===== src/rtl/axi_dma_burst_merger.sv =====
// rtl/axi_dma_burst_merger.sv - merges AXI B responses of AW bursts into one completion per 1D transfer
module axi_dma_burst_merger #(
  parameter int ID_WIDTH   = 4,
  parameter int FIFO_DEPTH = 8,
  parameter int CNT_WIDTH  = 16
) (
  input  logic                 clk_i,
  input  logic                 rst_i,
  input  logic                 aw_valid_i,
  output logic                 aw_ready_o,
  input  logic [ID_WIDTH-1:0]  aw_id_i,
  input  logic                 aw_last_i,
  input  logic                 b_valid_i,
  output logic                 b_ready_o,
  input  logic [ID_WIDTH-1:0]  b_id_i,
  input  logic [1:0]           b_resp_i,
  output logic                 done_valid_o,
  input  logic                 done_ready_i,
  output logic [ID_WIDTH-1:0]  done_id_o,
  output logic [1:0]           done_resp_o,
  output logic [CNT_WIDTH-1:0] done_bursts_o,
  output logic                 done_id_err_o,
  output logic                 busy_o
);

  localparam int PW = $clog2(FIFO_DEPTH);
  localparam int CW = $clog2(FIFO_DEPTH + 1);
  localparam logic [CW-1:0] FULL_CNT = CW'(FIFO_DEPTH);

  logic [ID_WIDTH-1:0]  id_mem_q [FIFO_DEPTH];
  logic [ID_WIDTH-1:0]  id_mem_d [FIFO_DEPTH];
  logic [FIFO_DEPTH-1:0] last_mem_q, last_mem_d;
  logic [PW-1:0]        wr_ptr_q, wr_ptr_d, rd_ptr_q, rd_ptr_d;
  logic [CW-1:0]        count_q, count_d;

  logic [1:0]           acc_resp_q, acc_resp_d;
  logic [CNT_WIDTH-1:0] acc_cnt_q, acc_cnt_d;
  logic                 acc_iderr_q, acc_iderr_d;

  logic                 done_valid_q, done_valid_d;
  logic [ID_WIDTH-1:0]  done_id_q, done_id_d;
  logic [1:0]           done_resp_q, done_resp_d;
  logic [CNT_WIDTH-1:0] done_bursts_q, done_bursts_d;
  logic                 done_iderr_q, done_iderr_d;

  logic                 empty, push, pop, head_last, id_mismatch;
  logic [ID_WIDTH-1:0]  head_id;
  logic [1:0]           merged_resp;
  logic [CNT_WIDTH-1:0] merged_cnt;

  // EXOKAY carries no extra severity, so fold it onto OKAY before comparing
  function automatic logic [1:0] norm_resp(input logic [1:0] r);
    return r[1] ? r : 2'b00;
  endfunction

  // After folding, numeric order of 00/10/11 equals severity order
  function automatic logic [1:0] worse_resp(input logic [1:0] a, input logic [1:0] b);
    logic [1:0] na, nb;
    na = norm_resp(a);
    nb = norm_resp(b);
    return (nb > na) ? nb : na;
  endfunction

  function automatic logic [CNT_WIDTH-1:0] sat_inc(input logic [CNT_WIDTH-1:0] c);
    return (&c) ? c : c + CNT_WIDTH'(1);
  endfunction

  assign head_id     = id_mem_q[rd_ptr_q];
  assign head_last   = last_mem_q[rd_ptr_q];
  assign empty       = (count_q == '0);
  assign aw_ready_o  = (count_q != FULL_CNT);
  // A closing B may only enter when the completion slot is free or being freed now
  assign b_ready_o   = !empty && (!head_last || !done_valid_q || done_ready_i);
  assign push        = aw_valid_i && aw_ready_o;
  assign pop         = b_valid_i && b_ready_o;
  assign id_mismatch = (b_id_i != head_id);
  assign merged_resp = worse_resp(acc_resp_q, b_resp_i);
  assign merged_cnt  = sat_inc(acc_cnt_q);

  assign done_valid_o  = done_valid_q;
  assign done_id_o     = done_id_q;
  assign done_resp_o   = done_resp_q;
  assign done_bursts_o = done_bursts_q;
  assign done_id_err_o = done_iderr_q;
  assign busy_o        = !empty || (acc_resp_q != 2'b00) || (acc_cnt_q != '0) || acc_iderr_q || done_valid_q;

  // Descriptor FIFO: write on push, advance read on pop, track occupancy
  always_comb begin
    id_mem_d   = id_mem_q;
    last_mem_d = last_mem_q;
    wr_ptr_d   = wr_ptr_q;
    rd_ptr_d   = rd_ptr_q;
    count_d    = count_q;
    if (push) begin
      id_mem_d[wr_ptr_q]   = aw_id_i;
      last_mem_d[wr_ptr_q] = aw_last_i;
      wr_ptr_d             = wr_ptr_q + PW'(1);
    end
    if (pop) begin
      rd_ptr_d = rd_ptr_q + PW'(1);
    end
    case ({push, pop})
      2'b10:   count_d = count_q + CW'(1);
      2'b01:   count_d = count_q - CW'(1);
      default: count_d = count_q;
    endcase
  end

  // Accumulate non-final bursts; a final burst moves the merged result into the completion register
  always_comb begin
    acc_resp_d    = acc_resp_q;
    acc_cnt_d     = acc_cnt_q;
    acc_iderr_d   = acc_iderr_q;
    done_valid_d  = done_valid_q;
    done_id_d     = done_id_q;
    done_resp_d   = done_resp_q;
    done_bursts_d = done_bursts_q;
    done_iderr_d  = done_iderr_q;
    if (done_valid_q && done_ready_i) begin
      done_valid_d  = 1'b0;
      done_id_d     = '0;
      done_resp_d   = 2'b00;
      done_bursts_d = '0;
      done_iderr_d  = 1'b0;
    end
    if (pop) begin
      if (head_last) begin
        done_valid_d  = 1'b1;
        done_id_d     = head_id;
        done_resp_d   = merged_resp;
        done_bursts_d = merged_cnt;
        done_iderr_d  = acc_iderr_q | id_mismatch;
        acc_resp_d    = 2'b00;
        acc_cnt_d     = '0;
        acc_iderr_d   = 1'b0;
      end else begin
        acc_resp_d  = merged_resp;
        acc_cnt_d   = merged_cnt;
        acc_iderr_d = acc_iderr_q | id_mismatch;
      end
    end
  end

  // State registers; reset drops queued descriptors, partial merges and pending completions
  always_ff @(posedge clk_i) begin
    if (rst_i) begin
      for (int i = 0; i < FIFO_DEPTH; i++) id_mem_q[i] <= '0;
      last_mem_q    <= '0;
      wr_ptr_q      <= '0;
      rd_ptr_q      <= '0;
      count_q       <= '0;
      acc_resp_q    <= 2'b00;
      acc_cnt_q     <= '0;
      acc_iderr_q   <= 1'b0;
      done_valid_q  <= 1'b0;
      done_id_q     <= '0;
      done_resp_q   <= 2'b00;
      done_bursts_q <= '0;
      done_iderr_q  <= 1'b0;
    end else begin
      id_mem_q      <= id_mem_d;
      last_mem_q    <= last_mem_d;
      wr_ptr_q      <= wr_ptr_d;
      rd_ptr_q      <= rd_ptr_d;
      count_q       <= count_d;
      acc_resp_q    <= acc_resp_d;
      acc_cnt_q     <= acc_cnt_d;
      acc_iderr_q   <= acc_iderr_d;
      done_valid_q  <= done_valid_d;
      done_id_q     <= done_id_d;
      done_resp_q   <= done_resp_d;
      done_bursts_q <= done_bursts_d;
      done_iderr_q  <= done_iderr_d;
    end
  end

endmodule


===== config.mk =====
export PLATFORM = sky130hd
export DESIGN_NAME = axi_dma_burst_merger
export DESIGN_NICKNAME = d
export VERILOG_FILES = /design/src/rtl/axi_dma_burst_merger.sv
export SDC_FILE = /design/constraint.sdc
export NUM_CORES = 1
export LEC_CHECK = 0
export ABC_AREA = 1
export BUFFER_PORTS_ARGS = -buffer_cell sky130_fd_sc_hd__buf_2
export CAP_MARGIN = 30
export CORE_MARGIN = 10
export CORE_UTILIZATION = 32
export CTS_CLUSTER_DIAMETER = 30
export DETAILED_ROUTE_END_ITERATION = 10
export HOLD_SLACK_MARGIN = 0.02
export MAX_ROUTING_LAYER = met4
export PLACE_DENSITY = 0.57
export SYNTH_ARGS = -nofsm -noshare
export SYNTH_HDL_FRONTEND = slang
export SYNTH_SLANG_ARGS = --single-unit
export TNS_END_PERCENT = 1

===== constraint.sdc =====
create_clock -name clk_i -period 3.1 [get_ports clk_i]
set_input_delay 0 -clock clk_i [delete_from_list [all_inputs] [get_ports clk_i]]
set_output_delay 0 -clock clk_i [all_outputs]
set_load 0.01 [all_outputs]

After elaboration in Yosys (flattened, before gate mapping) --
Index checks and enable logic that the tools add are counted.
Word-level totals: output and inout port bits 27, flip-flop bits (word level) 93, memories kept 0, bits of input ports 16, latch bits 0, bits in read-only memories 0, memory bits (writable) 0, word-level logic and storage cells 93
Operators by class: reduce and logical (&&, ||, !) cells 20, bitwise gates (word level) 3, magnitude comparators 7, mux-type cells 34, shift-type cells 0, $add $sub $neg 5, $mul 0, equality and inequality tests 4, div/mod/pow operators 0
Operators with widths (count):
- $mux W16 | 5
- $bwmux W32 | 1
- $mux W4 | 6
- $add A16 B1 Y16 const B | 1
- $reduce_and A16 Y1 | 1
- $reduce_bool A16 Y1 | 1
- $mux W2 | 7
- $bmux W4 S3 | 1
- $demux W4 S3 | 1
- $mux W1 | 9
- $bwmux W8 | 1
- $ge A4 B4 Y1 const B | 2
- $lt A3 B4 Y1 const B | 2
- $not A3 Y4 | 2
- $pmux W4 S2 | 1
- $add A3 B1 Y3 const B | 2
- $logic_and A1 B1 Y1 | 6
- $logic_or A1 B1 Y1 | 6
- $add A4 B1 Y4 const B | 1
- $logic_not A4 Y1 | 1
- $lt A4 B1 Y1 const B | 1
- $ne A4 B4 Y1 | 1
- $ne A4 B4 Y1 const B | 1
- $reduce_bool A2 Y1 | 2
- 9 further kinds | 11

Depth between registers and ports, before layout --
depth in word-level cells 9, depth in mapped cells 17, mapped depth without buffers 16

Worst setup path before layout --
No wires, ideal clock.
path kind register -> register, start register rd_ptr_q[0], end register count_q[2], buffers on the path 1, data required time 2.985 ns, cell stages (with the launch flop) 18, setup slack 0.768 ns, data arrival time 2.216 ns, period minus slack after synthesis 2.332 ns, library setup time 0.115 ns, cell sequence dfxtp_1 -> inv_2 -> nand2_1 -> nand3_1 -> nand2_1 -> nand2_1 -> nand2_4 -> nand2_1 -> nand3_2 -> inv_1 -> buf_4 -> ha_1 -> xor2_1 -> ha_1 -> a21oi_1 -> xnor2_1 -> o21ai_0 -> inv_1
On the way: longest elaborated chain between the ends 9, elaborated cells on any way between the ends 11, classes of those cells 2 x eq/ne; 3 x mux; 6 x reduce/logical
RTL lines:
- from (decl) | line 33 | logic [PW-1:0] wr_ptr_q, wr_ptr_d, rd_ptr_q, rd_ptr_d;
- from (signal assigned) | line 164 | rd_ptr_q <= rd_ptr_d;
- $bmux W1 S3 * | line 69 | assign head_last = last_mem_q[rd_ptr_q];
- $mux W1 (not written as such) * | line 69
- $logic_not A1 Y1 * | line 73 | assign b_ready_o = !empty && (!head_last || !done_valid_q || done_ready_i);
- $logic_or A1 B1 Y1 * (2 in series) | line 73
- $logic_and A1 B1 Y1 * | line 73
- $logic_and A1 B1 Y1 * | line 75 | assign pop = b_valid_i && b_ready_o;
- $eq A2 B1 Y1 / $eq A2 B2 Y1 (equally long branches) | line 102 | case ({push, pop})
- $pmux W4 S2 / $reduce_bool A2 Y1 (equally long branches)
- to (signal assigned) | line 165 | count_q <= count_d;
- to (decl) | line 34 | logic [CW-1:0] count_q, count_d;
Every way passes the cells marked *; elsewhere a longest branch is shown, timed or not. The select of a mux whose other input is x is not followed. A chain may end at the register's enable or synchronous reset.

Worst setup path after layout --
Same ends and word-level chain as after synthesis.

==> impl_results.md <==
- Post-CTS Setup Inserts: 0
- First-pass GRT wire length: 20.1 mm
- Final setup viols: 0
- Simple-gate share of the synthesized area: 28.8%
- FMAX: 398 MHz
- Multiplexer share of the synthesized area: 0%
- Hold Fails Final Rpt: 0
- Reg-to-reg critical path startpoint: rd_ptr_q[0]
- Worst Hold Class: in -> reg
- Leak Pwr: 2.32 nW
- Crit path kind: reg -> reg
- Flops & latches, synth: 93
- Critical path endpoint category: flip-flop
- Status: completed
- Via count: 4288
- Area grow syn2layout: 14.1%
- Reg2Reg Setup Slack: 0.59 ns
- Final min period: 2.51 ns
- DIE WIDTH: 140 µm
- Routed WL: 12.3 mm
- Ports: 43
- Hold path depth: 4
- Main combinational cell family by area after synthesis: simple AND/OR/NAND/NOR gates
- Power Dens Cells: 655 nW/µm²
- Worst r2r dst: count_q[2]
- TritonCTS buffer count: 9
- Critical Path Source Type: flip-flop
- Bufs on Longest Clock Path: 2
- Register area: 1860 µm²
- Fin crit share: 81.1%
- Port Buffers: 42
- Clk sink count: 93
- Row count: 43
- Synthesized netlist cell count: 685
- Die Y: 140 µm
- Fin Setup TNS: 0 ns
- Largest net degree at the start of global routing: 46
- VDD IR-drop max: 0.291 mV
- Via count of the first global-routing pass: 3845
- RSZ-0062 raised after global routing: false
- Clock transition at path regs: 0.06 ns
- Seq/Total Area, Yosys: 40.2%
- Fillers: 1519
- Min-delay src: done_ready_i
- H-tree Lvls: 3
- Yosys warns: 0
- Multi-input gate area: 2300 µm²
- Dpl hpwl: 8.95 mm
- Reg2reg path depth: 16
- Skew-Pair Late Insertion Delay: 0.35 ns
- Post-CTS sizing: 0
- Fin. max-slew vios: 0
- Total congestion overflow: 0
- DRT iter0 DRCs: 310
- Via density: 4.73
- Most frequent cells in the layout: nand2_1 (188), dfxtp_1 (93), inv_1 (86)
- CP max FO: 24
- Total GRT Usage: 12.6%
- Fin nets: 746
- Post-Synthesis Cell Area: 4630 µm²
- ANT nets after route: 0
- Initial antenna violation count: 1
- Worst Tran Pin Value: 0.742 ns
- Synth Area in Compound Gates: 16.1%
- Max Cap Viol: 0
- Area after DPL: 4980 µm²
- Mean Syn Cell Area: 6.75 µm²
- 1st-pass router iterations: 5
- CTS tree: built
- Avg WL per Cell: 13.6 µm
- Worst Hold End: done_valid_o
- Die area: 19700 µm²
- Max_slew headroom: 50.4%
- Core area: 14000 µm²
- Share of layout cells above drive strength 1: 10.2%
- Adder-Cell Fraction of Synth Area: 2.70%
- Starting Density: 32.9%
- Worst Path Required: 3.34 ns
- DRC: 0
- Worst path arrival time: 2.76 ns
- XOR/XNOR Fraction of Synth Area: 2.08%
- Count of cell types in the netlist: 34
- Routability congestion estimate: 0.869
- Commonest non-fill, non-tap cell in the layout: nand2_1
- Syn Nets: 711
- Clock Skews: 0.00881 ns
- Final instance area: 5280 µm²
- Root Buffer: clkbuf_16
## cells in the mapped netlist
master	instances	share of area, %
a21oi_1	80	8.7
and2_1	1	0.14
and3_1	3	0.41
buf_2	9	0.97
buf_4	2	0.32
buf_6	1	0.24
clkbuf_1	12	0.97
clkbuf_2	2	0.22
clkinv_1	1	0.081
dfxtp_1	93	40
ha_1	10	2.7
inv_1	86	7.0
inv_2	3	0.24
nand2_1	188	15
nand2_2	2	0.27
nand2_4	1	0.24
nand3_1	56	6.1
nand3_2	1	0.22
nand3b_1	1	0.16
nand4_1	9	1.2
nand4_4	1	0.46
nor2_1	34	2.8
nor2_2	1	0.14
nor2_8	1	0.43
nor3_1	2	0.22
nor3b_1	2	0.32
nor4_1	3	0.41
o211ai_1	1	0.16
o21ai_0	61	6.6
o21ai_1	5	0.54
o22ai_1	1	0.14
or2_2	1	0.14
xnor2_1	2	0.38
xor2_1	9	1.7
## cells by family after synthesis
group	count (synthesis)
adder cells (fa/ha/maj)	10
AND/OR/NAND/NOR	307
XOR/XNOR	11
flip-flops	93
buffers and inverters	116
AO/OA/AOI/OAI	148
## worst max-delay path: stages, from the launching register on
cell and delay [ns]:
dfxtp_1 0.34, buf_4 0.26, nand2_1 0.08, nand3_1 0.08, nand2_1 0.05, nand2_1 0.11
nand2_4 0.16, nand2_1 0.13, nand3_2 0.07, inv_1 0.09, ha_1 0.21, xor2_1 0.27
ha_1 0.20, a21oi_1 0.05, xnor2_1 0.13, o21ai_0 0.14, inv_1 0.05
## layer usage
metal  track usage, %  routed length (µm)  up-vias
met1             17.7                6420     1897
met3             2.94                 682       14
met2             16.7                5010       99
met4             5.43                 192        0
li1                 -                   -     2278
met5                -                   0        -
## cell type report
cell class	instances	share of cell area (%)
inverter	90	6.40
timing repair buffer	50	5.21
clock buffer	11	4.60
antenna	1	0.0474
sequential	93	35.3
clock inverter	5	0.664
tap	180	4.27
multi-input combinational	476	43.6
## per-stage QoR
| stage | util [%] | hold slack, ns | power (mW) | std cells | worst slack (ns) |
|---|---|---|---|---|---|
| 2_1_floorplan | - | 0.165 | 2.14 | 685 | 0.768 |
| 3_3_place_gp | 35.5 | 0.317 | 2.43 | 887 | 0.644 |
| 3_5_place_dp | 35.5 | 0.329 | 2.44 | 887 | 0.617 |
| 4_1_cts | 37.6 | 0.0391 | 3.49 | 905 | 0.590 |
| 5_1_grt | 37.6 | 0.0773 | 3.70 | 906 | 0.204 |
| 6_report | 37.6 | 0.0538 | 3.46 | 906 | 0.586 |
## where the power goes
group	switching [mW]	internal [mW]
clock	0.479	0.568
sequential	0.0696	1.29
combinational	0.718	0.331
## timing repair
| action | in CTS | in global routing |
|---|---|---|
| endpoints found under the hold margin | 5 | 0 |
| hold buffers | 2 | 0 |
| endpoints found under the setup margin | 0 | 0 |
## flip-flops by register name, indices dropped and copies added, names as in the netlist
name	cells
done_valid_o	1
wr_ptr_q	3
done_bursts_o	16
done_id_o	4
acc_iderr_q	1
count_q	4
id_mem_q	32
acc_cnt_q	16
done_id_err_o	1
done_resp_o	2
acc_resp_q	2
last_mem_q	8
rd_ptr_q	3
## worst max path at each step
stage                     start         end  slack, ns  depth (start not counted)
global placement    rd_ptr_q[0]  count_q[2]       0.64                         16
global route        rd_ptr_q[0]  count_q[2]       0.20                         16
finish              rd_ptr_q[0]  count_q[2]       0.59                         16
CTS                 rd_ptr_q[0]  count_q[2]       0.59                         16
floorplan           rd_ptr_q[0]  count_q[2]       0.77                         17
detailed placement  rd_ptr_q[0]  count_q[3]       0.62                         15
(Power assumes the default switching activity.)
